File: config.mk
export PLATFORM = sky130hd
export DESIGN_NAME = cpu_control_fsm
export DESIGN_NICKNAME = d
export VERILOG_FILES = /design/src/rtl/cpu_ctrl_pkg.sv /design/src/rtl/ctrl_decoder.sv /design/src/rtl/cpu_control_fsm.sv
export SDC_FILE = /design/constraint.sdc
export NUM_CORES = 1
export LEC_CHECK = 0
export BUFFER_PORTS_ARGS = -buffer_cell sky130_fd_sc_hd__buf_2
export CORE_MARGIN = 3
export CORE_UTILIZATION = 57
export CTS_BUF_LIST = sky130_fd_sc_hd__clkbuf_8 sky130_fd_sc_hd__clkbuf_16
export CTS_CLUSTER_SIZE = 8
export DETAILED_ROUTE_END_ITERATION = 8
export GPL_TIMING_DRIVEN = 0
export PLACE_DENSITY = 0.93
export SLEW_MARGIN = 10
export SYNTH_ARGS = -nofsm -noshare
export SYNTH_HDL_FRONTEND = slang
export SYNTH_SLANG_ARGS = --single-unit
File: constraint.sdc
create_clock -name clk -period 4.7 [get_ports clk]
set_clock_uncertainty 0.05 [all_clocks]
set_input_delay 0.705 -clock clk [delete_from_list [all_inputs] [get_ports clk]]
set_output_delay 0.705 -clock clk [all_outputs]
set_load 0.05 [all_outputs]
File: src/rtl/cpu_ctrl_pkg.sv
// cpu_ctrl_pkg: opcode, ALU-op and PC-select constants plus the control FSM state encoding
package cpu_ctrl_pkg;

    localparam logic [5:0] OP_R    = 6'h00;
    localparam logic [5:0] OP_ADDI = 6'h08;
    localparam logic [5:0] OP_LW   = 6'h23;
    localparam logic [5:0] OP_SW   = 6'h2B;
    localparam logic [5:0] OP_BEQ  = 6'h04;
    localparam logic [5:0] OP_J    = 6'h02;
    localparam logic [5:0] OP_HALT = 6'h3F;

    localparam logic [5:0] ALU_ADD = 6'h20;
    localparam logic [5:0] ALU_SUB = 6'h22;

    localparam logic [1:0] PC_PLUS1 = 2'd0;
    localparam logic [1:0] PC_IMM   = 2'd1;
    localparam logic [1:0] PC_ADDR  = 2'd2;

    typedef enum logic [3:0] {
        ST_FETCH,
        ST_DECODE,
        ST_STALL,
        ST_EXEC,
        ST_MEM,
        ST_WB,
        ST_BRANCH,
        ST_JUMP,
        ST_HALT
    } state_t;

endpackage

File: src/rtl/ctrl_decoder.sv
// ctrl_decoder: combinational instruction classifier feeding the control FSM
module ctrl_decoder
    import cpu_ctrl_pkg::*;
(
    input  logic [5:0] opcode,
    input  logic [5:0] funct,
    output logic       is_r,
    output logic       is_i,
    output logic       is_j,
    output logic [5:0] opcode_alu,
    output logic       reads_rt,
    output logic       is_load,
    output logic       is_store,
    output logic       is_branch,
    output logic       illegal
);

    logic is_addi;
    logic is_halt;

    // Classify the opcode; HALT is legal but belongs to no class
    always_comb begin
        is_r       = opcode == OP_R;
        is_addi    = opcode == OP_ADDI;
        is_load    = opcode == OP_LW;
        is_store   = opcode == OP_SW;
        is_branch  = opcode == OP_BEQ;
        is_j       = opcode == OP_J;
        is_halt    = opcode == OP_HALT;
        is_i       = is_addi || is_load || is_store || is_branch;
        opcode_alu = is_r ? funct : is_branch ? ALU_SUB : is_i ? ALU_ADD : 6'h00;
        reads_rt   = is_r || is_store || is_branch;
        illegal    = !(is_r || is_i || is_j || is_halt);
    end

endmodule

File: src/rtl/cpu_control_fsm.sv
// cpu_control_fsm: multi-cycle control unit driving all datapath strobes, with hazard stalls and counters
module cpu_control_fsm
    import cpu_ctrl_pkg::*;
#(
    parameter int CNT_WIDTH = 16
) (
    input  logic                 clk,
    input  logic                 rst,
    input  logic [5:0]           opcode,
    input  logic [5:0]           funct,
    input  logic                 is_alu_zero,
    input  logic                 is_full_rnum1,
    input  logic                 is_full_rnum2,
    output logic                 is_load_PC,
    output logic [1:0]           control_mux_for_PC,
    output logic                 is_write_reg,
    output logic                 is_write_mem,
    output logic                 is_write_from_mem,
    output logic                 is_R_type,
    output logic                 is_I_type,
    output logic                 is_J_type,
    output logic [5:0]           opcode_alu,
    output logic                 is_nop,
    output logic                 halted,
    output logic [CNT_WIDTH-1:0] retired,
    output logic [CNT_WIDTH-1:0] stall_cycles
);

    state_t     state;
    state_t     ns;
    logic [5:0] ir_op;
    logic [5:0] ir_funct;
    logic       d_is_r;
    logic       d_is_i;
    logic       d_is_j;
    logic [5:0] d_opcode_alu;
    logic       d_reads_rt;
    logic       d_is_load;
    logic       d_is_store;
    logic       d_is_branch;
    logic       d_illegal;
    logic       hazard;
    logic       body;
    logic       sw_done;

    ctrl_decoder u_dec (
        .opcode     (ir_op),
        .funct      (ir_funct),
        .is_r       (d_is_r),
        .is_i       (d_is_i),
        .is_j       (d_is_j),
        .opcode_alu (d_opcode_alu),
        .reads_rt   (d_reads_rt),
        .is_load    (d_is_load),
        .is_store   (d_is_store),
        .is_branch  (d_is_branch),
        .illegal    (d_illegal)
    );

    // Next-state selection; outputs are decoded from the next state so they are registered
    always_comb begin
        hazard  = is_full_rnum1 || (d_reads_rt && is_full_rnum2);
        ns      = ST_FETCH;
        case (state)
            ST_FETCH:  ns = ST_DECODE;
            ST_DECODE: ns = (ir_op == OP_HALT || d_illegal) ? ST_HALT :
                            d_is_j ? ST_JUMP : hazard ? ST_STALL : ST_EXEC;
            ST_STALL:  ns = hazard ? ST_STALL : ST_EXEC;
            ST_EXEC:   ns = (d_is_load || d_is_store) ? ST_MEM :
                            d_is_branch ? ST_BRANCH : ST_WB;
            ST_MEM:    ns = d_is_load ? ST_WB : ST_FETCH;
            ST_HALT:   ns = ST_HALT;
            default:   ns = ST_FETCH;
        endcase
        body    = ns inside {ST_STALL, ST_EXEC, ST_MEM, ST_WB, ST_BRANCH};
        sw_done = ns == ST_MEM && d_is_store;
    end

    // State, instruction register, registered strobes and counters; the PC select taken on
    // entry to BRANCH doubles as the zero-flag register sampled at the end of EXEC
    always_ff @(posedge clk or negedge rst) begin
        if (!rst) begin
            state              <= ST_FETCH;
            ir_op              <= '0;
            ir_funct           <= '0;
            is_load_PC         <= 1'b0;
            control_mux_for_PC <= PC_PLUS1;
            is_write_reg       <= 1'b0;
            is_write_mem       <= 1'b0;
            is_write_from_mem  <= 1'b0;
            is_R_type          <= 1'b0;
            is_I_type          <= 1'b0;
            is_J_type          <= 1'b0;
            opcode_alu         <= '0;
            is_nop             <= 1'b0;
            halted             <= 1'b0;
            retired            <= '0;
            stall_cycles       <= '0;
        end else begin
            state <= ns;
            if (state == ST_FETCH) begin
                ir_op    <= opcode;
                ir_funct <= funct;
            end
            is_load_PC         <= ns == ST_WB || ns == ST_BRANCH || ns == ST_JUMP || sw_done;
            control_mux_for_PC <= ns == ST_JUMP ? PC_ADDR :
                                  (ns == ST_BRANCH && is_alu_zero) ? PC_IMM : PC_PLUS1;
            is_write_reg       <= ns == ST_WB;
            is_write_mem       <= sw_done;
            is_write_from_mem  <= ns == ST_WB && d_is_load;
            is_R_type          <= body && d_is_r;
            is_I_type          <= body && d_is_i;
            is_J_type          <= ns == ST_JUMP;
            opcode_alu         <= body ? d_opcode_alu : 6'h00;
            is_nop             <= ns == ST_STALL;
            halted             <= ns == ST_HALT;
            retired            <= retired + CNT_WIDTH'(is_load_PC);
            if (is_nop && stall_cycles != '1)
                stall_cycles <= stall_cycles + CNT_WIDTH'(1);
        end
    end

endmodule

### Word level (Yosys, flattened, before mapping)

Cells that the tools add are included.

* word-level logic and storage cells: 75
* memory bits (writable): 0
* output and inout bits: 49
* input bits: 17
* bits in read-only memories: 0
* memories: 0
* bits in registers: 65
* bits in latches: 0

* reduce and logical (&&, ||, !) cells: 25
* shifts and indexed selects: 0
* muxes and demuxes: 13
* equality and inequality tests: 19
* magnitude comparators: 0
* bitwise gates (word level): 0
* divide/modulo/power cells: 0
* multiply operators: 0
* $add $sub $neg: 2

Operators by type and width (count)
* 6-bit two-way mux: 4
* 4-bit case mux with 6 select lines: 1
* 4-bit by 3-bit == test with 1-bit output (second input constant): 5
* 6-bit == test (second input constant): 3
* 16-bit by 1-bit adder with 16-bit output: 1
* 16-bit by 1-bit adder with 16-bit output (second input constant): 1
* 4-bit by 2-bit == test with 1-bit output (second input constant): 4
* 16-bit != test (second input constant): 1
* 1-bit logical OR: 14
* 4-bit == test (second input constant): 2
* 4-bit two-way mux: 2
* 1-bit logical AND: 7
* 6-bit by 2-bit == test with 1-bit output (second input constant): 1
* 6-bit by 3-bit == test with 1-bit output (second input constant): 1
* 6-bit by 4-bit == test with 1-bit output (second input constant): 1
* 6-bit zero test: 1
* 2-bit two-way mux: 3
* 5-bit nonzero test: 1
* 4-bit by 1-bit == test with 1-bit output (second input constant): 1
* 4-bit zero test: 1
* 3-bit two-way mux: 1
* 1-bit two-way mux: 2
* 1-bit zero test: 1

### Depth between registers and ports, before layout

Gate-level depths: netlist (run 1).

* depth after elaboration: 15
* mapped depth: 6
* gate-level depth less buffers: 6

### Hierarchy

A second synthesis (run 1) with hierarchy kept.

* cell total of the unflattened synthesis: 247
* area total of the unflattened synthesis: 2967.8 sq um

Modules (own cells, without submodules)
* cpu_control_fsm: area an instance 2786.4 sq um, cells an instance 220, times used 1, sequential area each 1601.5 sq um
* ctrl_decoder: area an instance 181.4 sq um, cells an instance 27, times used 1, sequential area each 0.0 sq um

### Worst setup path after synthesis (run 1)

Ideal clock, no wire load.

* path type: register to register
* start: reg stall_cycles[7]
* end: reg stall_cycles[1]
* path buffers: 0
* data arrival time: 1.884 ns
* required time: 4.522 ns
* cell stages (with the launch flop): 6
* library setup time: 0.128 ns
* setup slack: 2.639 ns
* clock period less this slack: 2.061 ns
* cell sequence: dfrtp_1 nand3_1 nor4_1 nand3_1 nand2_1 mux2_1

* cells in the longest elaborated chain, start to end: 2

RTL lines
* start, declared: line cpu_control_fsm.sv:26 `output logic [CNT_WIDTH-1:0] stall_cycles`
* start signal, assigned: line cpu_control_fsm.sv:119 `stall_cycles <= stall_cycles + CNT_WIDTH'(1);`
* 16-bit != test: line cpu_control_fsm.sv:118 `if (is_nop && stall_cycles != '1)`
* 1-bit logical AND: line cpu_control_fsm.sv:118

No other way between the ends.
A chain may end at the register's enable or synchronous reset.

### Worst setup path in the final report (run 1)

* start: reg ir_op[3]
* end: reg opcode_alu[5]

* cells in the longest elaborated chain, start to end: 14
* elaborated cells between the ends (all ways): 37
* classes of those cells: eq/ne (11); mux (11); reduce/logical (15)

RTL lines
* start, declared: line cpu_control_fsm.sv:31 `logic [5:0] ir_op;`
* start signal, assigned: line cpu_control_fsm.sv:102 `ir_op <= opcode;`
* 6-bit by 4-bit == test with 1-bit output / 6-bit == test (equally long branches): line ctrl_decoder.sv:24, ctrl_decoder.sv:25
* 1-bit logical OR (3 in series): line ctrl_decoder.sv:30 `is_i = is_addi || is_load || is_store || is_branch;`
* 1-bit logical OR (3 in series): line ctrl_decoder.sv:33 `illegal = !(is_r || is_i || is_j || is_halt);`
* 1-bit zero test: line ctrl_decoder.sv:33
* 1-bit logical OR: line cpu_control_fsm.sv:66 `ST_DECODE: ns = (ir_op == OP_HALT || d_illegal) ? ST_HALT :`
* 4-bit two-way mux: line cpu_control_fsm.sv:66
* 4-bit case mux with 6 select lines *: line cpu_control_fsm.sv:64 `case (state)`
* net ns[1]: line cpu_control_fsm.sv:30 `state_t ns;`
* 4-bit by 2-bit == test with 1-bit output / 4-bit by 3-bit == test with 1-bit output (equally long branches): line cpu_control_fsm.sv:75 `body = ns inside {ST_STALL, ST_EXEC, ST_MEM, ST_WB, ST_BRANCH};`
* 5-bit nonzero test *: line cpu_control_fsm.sv:75
* 6-bit two-way mux *: line cpu_control_fsm.sv:114 `opcode_alu <= body ? d_opcode_alu : 6'h00;`
* end signal, assigned: line cpu_control_fsm.sv:114
* end, declared: line cpu_control_fsm.sv:22 `output logic [5:0] opcode_alu,`

Mark *: on every way through the listed nets, which the timed path passes. The rest lies on a longest branch.

==> impl_results.md, run 1 <==
* Status: finished, final reports clean
* Largest family of logic cells by synthesized area: simple AND/OR/NAND/NOR gates
* Clock share of power at 0.273
* Path depth of the worst reg2reg path at 6
* Via count at between 2000 and 2500
* Pins Over Slew Limit at 0
* Worst-path cell chain: clkbuf_1, a2111o_1, a311oi_2, o21bai_4, a211oi_4, a2111oi_2
* Final worst path period need at between 2 and 2.5 ns
* Pwr/cell area at between 500 and 600 nW/um^2
* Final period util at 0.480
* CTS resizes at 0
* Pwr Total at approximately 0.0018 W
* Peak Freq at 0.444 GHz
* Synth Area in Simple Gates at 0.180
* Final setup margin at between 2 and 2.5 ns
* GRT Overall Usage at 0.202
* Global-route wire length before repair at 9.32 mm
* Clock Latency Late Sink at ~0.33 ns
* Worst Hold Class: in2async
* Input/output buffers at between 60 and 70
* Ys Warns at 0
* Biggest regs: retired x16, stall_cycles x16
* CTS tree: yes
* Vias per inst at approximately 5.6
* Final hold vios at 0
* RSZ-0062 raised after global routing: false
* TritonCTS Buffers at 9
* Crit. End Element: flip-flop
* Internal power at approximately 0.0011 W
* Syn avg cell area at between 10 and 15 sq um
* Root Buffer: clkbuf_8
* Max-cap violation count at 0
* Vias in the first global route at about 2100
* Gpl congestion at slightly below 0.9
* Post-Syn Instances at approximately 230
* Logic pwr share at 0.306
* Adder-cell share of the synthesized area at 0.0134
* I/O pin cnt at 66
* Diode count at 0
* Fin util at 0.752
* Post-Synth XOR/XNOR Area at 0.0846
* Reg2reg start: ir_op[3]$_DFFE_PN0P_
* WL final at between 5 and 6 mm
* Die width at roughly 76 um
* Share of cells above drive strength 1 at 0.324
* Yosys reg bits at 64
* Mux share of post-synthesis cell area at 0.0524
* Pin count of the biggest net entering global routing at 65
* CP arrival at about 2.4 ns
* CTS Hold Bufs at 0
* Initial core utilization at 0.616
* Compound-Gate Fraction of Synth Area at 0.0846
* Core Area at 4530 sq um
* Worst relative slew slack at 0.479
* Post-Syn Area at ~2800 sq um
* GRT overflow at 0
* Number of DRC markers in iteration 0 at 91
* Layout Cells excl Fill at 374
* FILL cells at between 300 and 400
* Setup Slack @ Placement at 2.47 ns
* Initial antenna violation count at 0
* Clk sink count at 64
* Seq/Total Area, Yosys at 0.573
* DRC at 0
* Startpoint Class: flip-flop
* Switching power total at approximately 0.00062 W
* CTS clk-pin slew, worst paths at about 0.07 ns
* Final HPWL DP at between 3 and 4 mm
* Drt wl/cell at ~14 um
* Die Area at slightly below 6000 sq um
* VDD IR max at approximately 0.36 mV
* Setup repair bufs after CTS at 0
* Crit path max-delay cell type: a2111o_1
* Row count at 24
* Worst-Margin Slew at around 0.77 ns
* Inst Count DP at between 300 and 400
* Crit Path Max Fanout at 10
* Sw frac at 0.354
* CP Data Required Time at 4.87 ns
* Flop pwr share at 0.422
* LEAKAGE at between 1.5 and 2 nW
* Critical path class: reg2reg
* Kind of cell adding the most delay to the critical path: compound AO/OA/AOI/OAI gates
* Number of library cell types mapped by synthesis at 48
* Synth-to-layout area growth at 22.0%
* Post-DRT Antenna Nets at 0
* Nets@finish at about 330
* Setup TNS at 0 ns
* H-Tree Depth at 3
* CP peak stage delay at 0.50 ns
* Clock Tree Buf Depth at 2
* Syn nets at approximately 250
* R2r endpoint: opcode_alu[5]$_DFF_PN0_
* Initial DRT Pass Iterations at 4
* Reg-to-reg slack, setup at 2.45 ns
* Chip height at approximately 76 um
* Final setup viols at 0
* WP buf/inv at 1
-- final cells by class --
| class | instances | area, sq um | area share |
|---|---|---|---|
| Buffer | 5 | 22.5 | 0.00660 |
| Clock buffer | 12 | 165 | 0.0484 |
| Clock inverter | 3 | 41.3 | 0.0121 |
| Inverter | 3 | 11.3 | 0.00330 |
| Multi-Input combinational cell | 157 | 1160 | 0.340 |
| Sequential cell | 64 | 1600 | 0.470 |
| Tap cell | 65 | 81.3 | 0.0238 |
| Timing Repair Buffer | 65 | 328 | 0.0961 |
-- placed cells by master, fill, tap and decap left out, drive strengths merged, types with 3 or more instances in the layout --
cell    netlist  layout
and3         10      10
xnor2        19      19
nor3b         3       3
nor2         15      15
mux2         13      13
nand3        18      18
xor2          8       8
ha            3       3
nand4         6       6
buf           1      66
nand2        15      15
a31oi         3       3
inv           3       4
clkbuf        4      16
dfrtp        64      64
a211oi        4       4
nor3          8       8
nor4          4       4
-- metal layers --
metal  up-vias  global-route usage  share of wire
met5         -                   0              0
met4         0               0.112          0.029
met3        15              0.0508          0.060
met2        72               0.341           0.50
met1      1013               0.236           0.42
li1        977                   -              -
-- cell families after synthesis --
family                   Yosys count
AO/OA/AOI/OAI                     25
XOR/XNOR                          27
adder cells (fa/ha/maj)            3
buffers and inverters              8
flip-flops                        64
multiplexers                      13
AND/OR/NAND/NOR                   89
-- per-stage QoR --
step                      area (sq um)  hold WS, ns
after detailed placement          3200        0.420
after global placement            3200        0.406
after global routing              3410        0.447
after floorplan                   2800        0.359
after CTS                         3410        0.429
final                             3410        0.403
-- power groups by stage --
| stage | Combinational, W | Sequential (W) | Clock (W) |
|---|---|---|---|
| floorplan | 0.000323 | 0.000839 | 0 |
| global placement | 0.000523 | 0.000746 | 0 |
| detailed placement | 0.000541 | 0.000753 | 0 |
| CTS | 0.000545 | 0.000743 | 0.000488 |
| global route | 0.000592 | 0.000761 | 0.000515 |
| finish | 0.000539 | 0.000743 | 0.000481 |
-- worst max-delay path by stage --
stage / cells past startpoint / slack, ns / end / startpoint
after floorplan: 5 / 2.64 / stall_cycles[1]$_DFFE_PN0P_ / stall_cycles[7]$_DFFE_PN0P_
after global placement: 6 / 2.49 / opcode_alu[5]$_DFF_PN0_ / ir_op[3]$_DFFE_PN0P_
after detailed placement: 3 / 2.47 / ir_op[0]$_DFFE_PN0P_ / state[1]$_DFF_PN0_
after CTS: 6 / 2.43 / opcode_alu[5]$_DFF_PN0_ / ir_op[3]$_DFFE_PN0P_
after global routing: 6 / 2.32 / opcode_alu[5]$_DFF_PN0_ / ir_op[3]$_DFFE_PN0P_
final: 6 / 2.45 / opcode_alu[5]$_DFF_PN0_ / ir_op[3]$_DFFE_PN0P_
-- synthesized netlist by cell type, drive strengths merged --
cell type / n / share of area
xnor2: 19 / 0.060
a2111o: 1 / 0.0040
a211oi: 4 / 0.015
nand4b: 1 / 0.0085
or4: 1 / 0.0040
o31a: 1 / 0.0031
clkbuf: 4 / 0.0054
or3b: 1 / 0.0031
a2111oi: 1 / 0.0054
a2bb2oi: 1 / 0.0031
or4b: 1 / 0.0036
o21a: 1 / 0.0027
nor2: 15 / 0.020
nor4: 4 / 0.014
nor3b: 3 / 0.0098
a211o: 2 / 0.0067
nand4: 6 / 0.013
nand3b: 1 / 0.0027
or2: 2 / 0.0045
and3: 10 / 0.022
a21boi: 1 / 0.0027
dfrtp: 64 / 0.57
a21oi: 2 / 0.0036
inv: 3 / 0.0040
a311oi: 2 / 0.0085
ha: 3 / 0.013
xor2: 8 / 0.025
a21o: 1 / 0.0027
o21bai: 2 / 0.011
nand2: 15 / 0.020
buf: 1 / 0.0027
nor2b: 1 / 0.0022
a31o: 2 / 0.0063
or3: 2 / 0.0045
a31oi: 3 / 0.0067
mux2: 13 / 0.052
nor3: 8 / 0.014
nand3: 18 / 0.032
a41oi: 1 / 0.0031
Note: power is estimated with default switching activity, not from simulation.
==> run 2: changes to the inputs <==
Settings changed: CORE_UTILIZATION 57 to 48, PLACE_DENSITY 0.93 to 0.84.
Clock period 4.7 ns to 1.9 ns, I/O delays scaled along.
==> run 2 against run 1 <==
Core utilization fell by 10 points. Clock-buffer cell count decreased by 3. The run now ends with negative setup slack left. Critical path type unchanged. Critical endpoint is now opcode_alu[0]$_DFF_PN0_. Sequential power is 150% higher. Largest cell class unchanged. Die area grew 17%. Critical path depth down 2. Wire length is 7.8% higher. Non-clock buffer count up 15. First-iteration DRC count is 11% lower. Highest routed layer unchanged.
==> impl_results.md, run 2 (synthesis results as in run 1) <==
* Status: finished with violations (was finished, final reports clean)
* Failing checks: negative setup slack
* Diode count at 0 (unchanged)
* Vias per inst at 5.29 (was 5.55)
* Kind of cell adding the most delay to the critical path: simple AND/OR/NAND/NOR gates (was compound AO/OA/AOI/OAI gates)
* Pwr Total at 0.00451 W (was 0.00176 W)
* Commonest non-fill, non-tap cell in the layout: buf_2
* Worst-path cell chain: or3b_4, or3_4, a211o_1, and3_1 (was clkbuf_1, a2111o_1, a311oi_2, o21bai_4, a211oi_4, a2111oi_2)
* Worst relative slew slack at 0.486 (was 0.479)
* Worst-Margin Slew at 0.771 ns (was 0.774 ns)
* Vias in the first global route at 2070 (was 2058)
* Pwr/cell area at 1250 nW/um^2 (was 517 nW/um^2)
* Die width at 82.3 um (was 76.0 um)
* Final worst path period need at 2.06 ns (was 2.25 ns)
* Crit Path Max Fanout at 6 (was 10)
* CP peak stage delay at 0.49 ns (was 0.50 ns)
* Nets@finish at 340 (was 325)
* WP buf/inv at 0 (was 1)
* I/O pin cnt at 66 (unchanged)
* Setup Slack @ Placement at -0.336 ns (was 2.47 ns)
* Post-DRT Antenna Nets at 0 (unchanged)
* GRT overflow at 0 (unchanged)
* Pin count of the biggest net entering global routing at 65 (unchanged)
* Share of cells above drive strength 1 at 0.440 (was 0.324)
* VDD IR max at 0.756 mV (was 0.361 mV)
* Clock Latency Late Sink at 0.34 ns (was 0.33 ns)
* Biggest regs: retired x16, stall_cycles x16 (unchanged)
* Peak Freq at 0.486 GHz (was 0.444 GHz)
* Final setup viols at 11 (was 0)
* WHS at 0.112 ns (was 0.403 ns)
* Initial DRT Pass Iterations at 4 (unchanged)
* Number of DRC markers in iteration 0 at 81 (was 91)
* Drt wl/cell at 14.7 um (was 14.5 um)
* CTS clk-pin slew, worst paths at 0.07 ns (about the same)
* Die Area at 6770 sq um (was 5780 sq um)
* Row count at 27 (was 24)
* CTS tree: yes (unchanged)
* LEAKAGE at 1.82 nW (was 1.75 nW)
* Gpl congestion at 0.872 (was 0.866)
* Crit. End Element: flip-flop (unchanged)
* Crit path max-delay cell type: dfrtp_1 (was a2111o_1)
* WL final at 5.84 mm (was 5.42 mm)
* Flop pwr share at 0.408 (was 0.422)
* Final setup margin at -0.160 ns (was 2.45 ns)
* Clk sink count at 64 (unchanged)
* Max-cap violation count at 0 (unchanged)
* Synth-to-layout area growth at 29.6% (was 22.0%)
* GRT Overall Usage at 0.189 (was 0.202)
* Worst Hold Class: in2reg (was in2async)
* Logic pwr share at 0.373 (was 0.306)
* Startpoint Class: flip-flop (unchanged)
* Sw frac at 0.379 (was 0.354)
* Input/output buffers at 65 (unchanged)
* DRC at 0 (unchanged)
* Root Buffer: clkbuf_8 (unchanged)
* Initial core utilization at 0.501 (was 0.616)
* Clock Tree Buf Depth at 2 (unchanged)
* RSZ-0062 raised after global routing: true (was false)
* Clock share of power at 0.219 (was 0.273)
* Switching power total at 0.00171 W (was 0.000624 W)
* Internal power at 0.00280 W (was 0.00114 W)
* Final hold vios at 0 (unchanged)
* TritonCTS Buffers at 9 (unchanged)
* Core Area at 5570 sq um (was 4530 sq um)
* Initial antenna violation count at 0 (unchanged)
* CP Data Required Time at 2.08 ns (was 4.87 ns)
* Chip height at 82.3 um (was 76.0 um)
* Global-route wire length before repair at 9.56 mm (was 9.32 mm)
* Pins Over Slew Limit at 0 (unchanged)
* CP arrival at 2.24 ns (was 2.42 ns)
* Via count at 2102 (was 2077)
* Critical path class: reg2reg (unchanged)
* H-Tree Depth at 3 (unchanged)
* Final HPWL DP at 3.85 mm (was 3.87 mm)
* Commonest non-fill, non-tap cells in the layout: 64 x buf_2, 48 x dfrtp_1, 19 x xnor2_1, 18 x nand3_1, 16 x dfrtp_2 (was 64 x dfrtp_1, 64 x buf_2, 19 x xnor2_1, 18 x nand3_1)
* Final period util at 1.08 (was 0.480)
run 2: cell type report:
cell class | count | area [sq um]
inverter | 3 | 11.3
tap | 72 | 90.1
multi-input combinational | 157 | 1230
clock inverter | 7 | 40.0
fill | 456 | 1950
timing repair buffer | 80 | 455
sequential | 64 | 1620
clock buffer | 9 | 124
buffer | 5 | 45.0
run 2: worst paths after layout:
kind / start / endpoint / slack [ns] / cells after the start
worst min-delay path: opcode[2] / ir_op[2]$_DFFE_PN0P_ / 0.11 / 2
min in group asynchronous: rst / retired[1]$_DFF_PN0_ / 0.53 / 2
max in group asynchronous: rst / state[1]$_DFF_PN0_ / 0.73 / 2
worst max register to register: state[0]$_DFF_PN0_ / opcode_alu[0]$_DFF_PN0_ / -0.16 / 4
worst min register to register: retired[15]$_DFF_PN0_ / retired[15]$_DFF_PN0_ / 0.42 / 1
worst max-delay path: state[0]$_DFF_PN0_ / opcode_alu[0]$_DFF_PN0_ / -0.16 / 4
run 2: stage by stage:
stage / std cells / TNS [ns] / area (sq um) / util
floorplan: 229 / -0.00343 / 2840 / -
global placement: 366 / -4.41 / 3250 / 0.583
detailed placement: 366 / -5.09 / 3250 / 0.584
CTS: 396 / -0.496 / 3580 / 0.643
global route: 397 / -1.85 / 3620 / 0.650
finish: 397 / -1.15 / 3620 / 0.650
run 2: repair_timing:
item	in CTS	in global routing
endpoints found under the hold margin	33	0
hold buffers	1	0
gates resized for setup	12	6
buffers inserted	13	1
pin swaps	11	3
setup endpoints to repair	23	13
run 2: per-layer routing:
layer,GRT usage,share of wire,wire length [um],vias to the layer above
met1,0.240,0.45,2610,1016
met4,0.0797,0.013,76,0
met3,0.0651,0.060,352,8
met5,0,0,0,-
li1,-,-,-,1007
met2,0.293,0.48,2800,71
run 2: power groups by stage:
stage	Clock (W)	Combinational, W	Sequential [W]
final	0.000986	0.00168	0.00184
after global routing	0.00109	0.00182	0.00188
after CTS	0.00102	0.00162	0.00184
after detailed placement	0	0.00137	0.00187
after global placement	0	0.00133	0.00186
after floorplan	0	0.000834	0.00208
==> run 3: changes to the inputs <==
Settings changed: ABC_AREA from default to 1, CORE_UTILIZATION 48 to 58, PLACE_DENSITY 0.84 to 0.94.
Clock period 1.9 ns to 2.5 ns, I/O delays scaled along.
==> run 3 against run 2 <==
The run now ends clean. Wire length shrank 1.0%. Register-to-register slack gained 0.81 ns. Synthesized cell count grew 32%. Cell count grew 14%. Clock power shrank 13%. Fmax grew 12%. Global-route usage grew 2.8 points.
==> impl_results.md, run 3 <==
* Nets@finish at 399 (was 340)
* Setup repair bufs after CTS at 0 (was 13)
* Chip height at 77.4 um (was 82.3 um)
* Yosys top cell area share at 0.542 (was 0.573)
* Startpoint Class: flip-flop (unchanged)
* CTS Hold Bufs at 0 (was 1)
* Input/output buffers at 65 (unchanged)
* Biggest regs: retired x16, stall_cycles x16 (unchanged)
* Kind of cell adding the most delay to the critical path: simple AND/OR/NAND/NOR gates (unchanged)
* Pwr/cell area at 840 nW/um^2 (was 1250 nW/um^2)
* Status: finished, final reports clean (was finished with violations)
* TritonCTS Buffers at 9 (unchanged)
* Via count at 2250 (was 2102)
* Core Area at 4820 sq um (was 5570 sq um)
* Top-count cell post-synth: dfrtp_1 (unchanged)
* CP arrival at 2.02 ns (was 2.24 ns)
* I/O pin cnt at 66 (unchanged)
* Crit. End Element: flip-flop (unchanged)
* LEAKAGE at 1.95 nW (was 1.82 nW)
* Pin count of the biggest net entering global routing at 65 (unchanged)
* Syn avg cell area at 9.75 sq um (was 12.2 sq um)
* Commonest non-fill, non-tap cell in the layout: buf_2 (unchanged)
* Number of synthesized flops with an enable pin at 0 (unchanged)
* CTS clk-pin slew, worst paths at 0.07 ns (about the same)
* Max-cap violation count at 0 (unchanged)
* Yosys reg bits at 64 (unchanged)
* Syn nets at 323 (was 249)
* Initial DRT Pass Iterations at 4 (unchanged)
* Worst relative slew slack at 0.499 (was 0.486)
* Number of library cell types mapped by synthesis at 32 (was 48)
* Initial core utilization at 0.614 (was 0.501)
* CP peak stage delay at 0.36 ns (was 0.49 ns)
* RSZ-0062 raised after global routing: false (was true)
* Die Area at 5990 sq um (was 6770 sq um)
* Path depth of the worst reg2reg path at 8 (was 4)
* R2r endpoint: retired[14]$_DFF_PN0_ (was opcode_alu[0]$_DFF_PN0_)
* Crit path launch: is_load_PC$_DFF_PN0_ (was state[0]$_DFF_PN0_)
* Final setup viols at 0 (was 11)
* WL final at 5.78 mm (was 5.84 mm)
* Post-Syn Area at 2960 sq um (was 2800 sq um)
* Ys Warns at 0 (unchanged)
* Share of cells above drive strength 1 at 0.328 (was 0.440)
* Post-DRT Antenna Nets at 0 (unchanged)
* VDD IR max at 0.587 mV (was 0.756 mV)
* Synth cell count leaders: 64 x dfrtp_1, 47 x nand2_1, 35 x nor2_1 (was 64 x dfrtp_1, 19 x xnor2_1, 18 x nand3_1)
* Crit path max-delay cell type: dfrtp_1 (unchanged)
* Yosys top cell by area: dfrtp_1 (unchanged)
* WP buf/inv at 0 (unchanged)
* Crit Path Max Fanout at 3 (was 6)
* Synth-to-layout area growth at 20.5% (was 29.6%)
* Worst-path cell chain: ha_1, ha_1, nand3_1, nor3_2, nand3_2, nor3_4, nand3_1, xor2_1 (was or3b_4, or3_4, a211o_1, and3_1)
* Reg-to-reg slack, setup at 0.65 ns (was -0.16 ns)
* GRT overflow at 0 (unchanged)
* CP Data Required Time at 2.67 ns (was 2.08 ns)
* Vias in the first global route at 2392 (was 2070)
* Setup TNS at 0 ns (was -1.15 ns)
* Worst-Margin Slew at 0.752 ns (was 0.771 ns)
* Die width at 77.4 um (was 82.3 um)
* Main flop type after synthesis: dfrtp_1 (unchanged)
* Final design area excluding fillers at 3560 sq um (was 3620 sq um)
* Peak Freq at 0.542 GHz (was 0.486 GHz)
* Async S/R FF share, synth at 1.00 (unchanged)
* Worst path depth at 8 (was 4)
* Placed inst area at 3370 sq um (was 3250 sq um)
* Clock Tree Buf Depth at 2 (unchanged)
* CTS resizes at 0 (was 12)
* Final period util at 0.738 (was 1.08)
* Seq/Total Area, Yosys at 0.542 (was 0.573)
* Reg2reg start: is_load_PC$_DFF_PN0_ (was state[0]$_DFF_PN0_)
* Global-route wire length before repair at 10.4 mm (was 9.56 mm)
* Gpl congestion at 0.867 (was 0.872)
* Final hold vios at 0 (unchanged)
* Clk sink count at 64 (unchanged)
* Vias per inst at 4.99 (was 5.29)
* Number of DRC markers in iteration 0 at 130 (was 81)
* Pins Over Slew Limit at 0 (unchanged)
* Clock Latency Late Sink at 0.33 ns (was 0.34 ns)
* Drt wl/cell at 12.8 um (was 14.7 um)
* Commonest non-fill, non-tap cells in the layout: 65 x buf_2, 64 x dfrtp_1, 47 x nand2_1, 35 x nor2_1, 34 x inv_1 (was 64 x buf_2, 48 x dfrtp_1, 19 x xnor2_1, 18 x nand3_1, 16 x dfrtp_2)
* Diode count at 0 (unchanged)
* Critical path class: reg2reg (unchanged)
* Final worst path period need at 1.85 ns (was 2.06 ns)
* Root Buffer: clkbuf_8 (unchanged)
* Area contributors post-synth: dfrtp_1 54%, nand2_1 6.0%, xor2_1 5.3% (was dfrtp_1 57%, xnor2_1 6.0%, nand3_1 3.2%)
* CTS tree: yes (unchanged)
* GRT Overall Usage at 0.218 (was 0.189)
* H-Tree Depth at 3 (unchanged)
* Final HPWL DP at 4.35 mm (was 3.85 mm)
* Critical Path Sink: retired[14]$_DFF_PN0_ (was opcode_alu[0]$_DFF_PN0_)
* Worst Hold Class: in2async (was in2reg)
* Row count at 25 (was 27)
* Initial antenna violation count at 0 (unchanged)
* Post-Syn Instances at 303 (was 229)
* DRC at 0 (unchanged)
-- run 3: cell families (layout without fill, tap and decap cells) --
family / count (synthesis) / count (layout) / synth area share
XOR/XNOR: 28 / 28 / 0.0830
AO/OA/AOI/OAI: 18 / 18 / 0.0347
buffers and inverters: 44 / 125 / 0.0588
adder cells (fa/ha/maj): 3 / 3 / 0.0127
multiplexers: 3 / 3 / 0.0114
AND/OR/NAND/NOR: 143 / 143 / 0.257
flip-flops: 64 / 64 / 0.542
-- run 3: worst min path at each step --
stage	start	endpoint	depth (start not counted)
floorplan	rst	control_mux_for_PC[0]$_DFF_PN0_	0
global placement	retired[15]$_DFF_PN0_	retired[15]$_DFF_PN0_	1
detailed placement	retired[15]$_DFF_PN0_	retired[15]$_DFF_PN0_	1
CTS	rst	stall_cycles[7]$_DFFE_PN0P_	1
global route	rst	stall_cycles[4]$_DFFE_PN0P_	1
finish	rst	stall_cycles[7]$_DFFE_PN0P_	1
-- run 3: layout make-up --
| class | instances | area (sq um) |
|---|---|---|
| sequential | 64 | 1600 |
| fill | 369 | 1250 |
| multi-input combinational | 195 | 1180 |
| timing repair buffer | 65 | 328 |
| inverter | 40 | 150 |
| clock buffer | 9 | 124 |
| tap | 67 | 83.8 |
| clock inverter | 7 | 71.3 |
| buffer | 4 | 23.8 |
-- run 3: power by group --
group,total (W),switching [W],internal [W]
clock,0.000862,0.000402,0.000459
combinational,0.000791,0.000550,0.000242
sequential,0.00134,0.000144,0.00120
total,0.00299,0.00110,0.00190
-- run 3: routing by layer --
metal,GRT usage,vias up,routed length (um),part of all wire
met1,0.249,1062,2410,0.42
met3,0.0626,10,296,0.051
met4,0.0819,0,87,0.015
met2,0.384,63,2990,0.52
li1,-,1115,-,-
met5,0,-,0,0
-- run 3: per-stage QoR --
stage / power (W) / utilization / hold slack (ns) / std cells / setup WS (ns)
after global routing: 0.00319 / 0.739 / 0.119 / 451 / 0.464
after CTS: 0.00303 / 0.739 / 0.0812 / 451 / 0.637
final: 0.00299 / 0.739 / 0.0528 / 451 / 0.655
after floorplan: 0.00194 / - / 0.0294 / 303 / 0.419
after detailed placement: 0.00215 / 0.699 / 0.407 / 435 / 0.639
after global placement: 0.00210 / 0.698 / 0.405 / 435 / 0.720
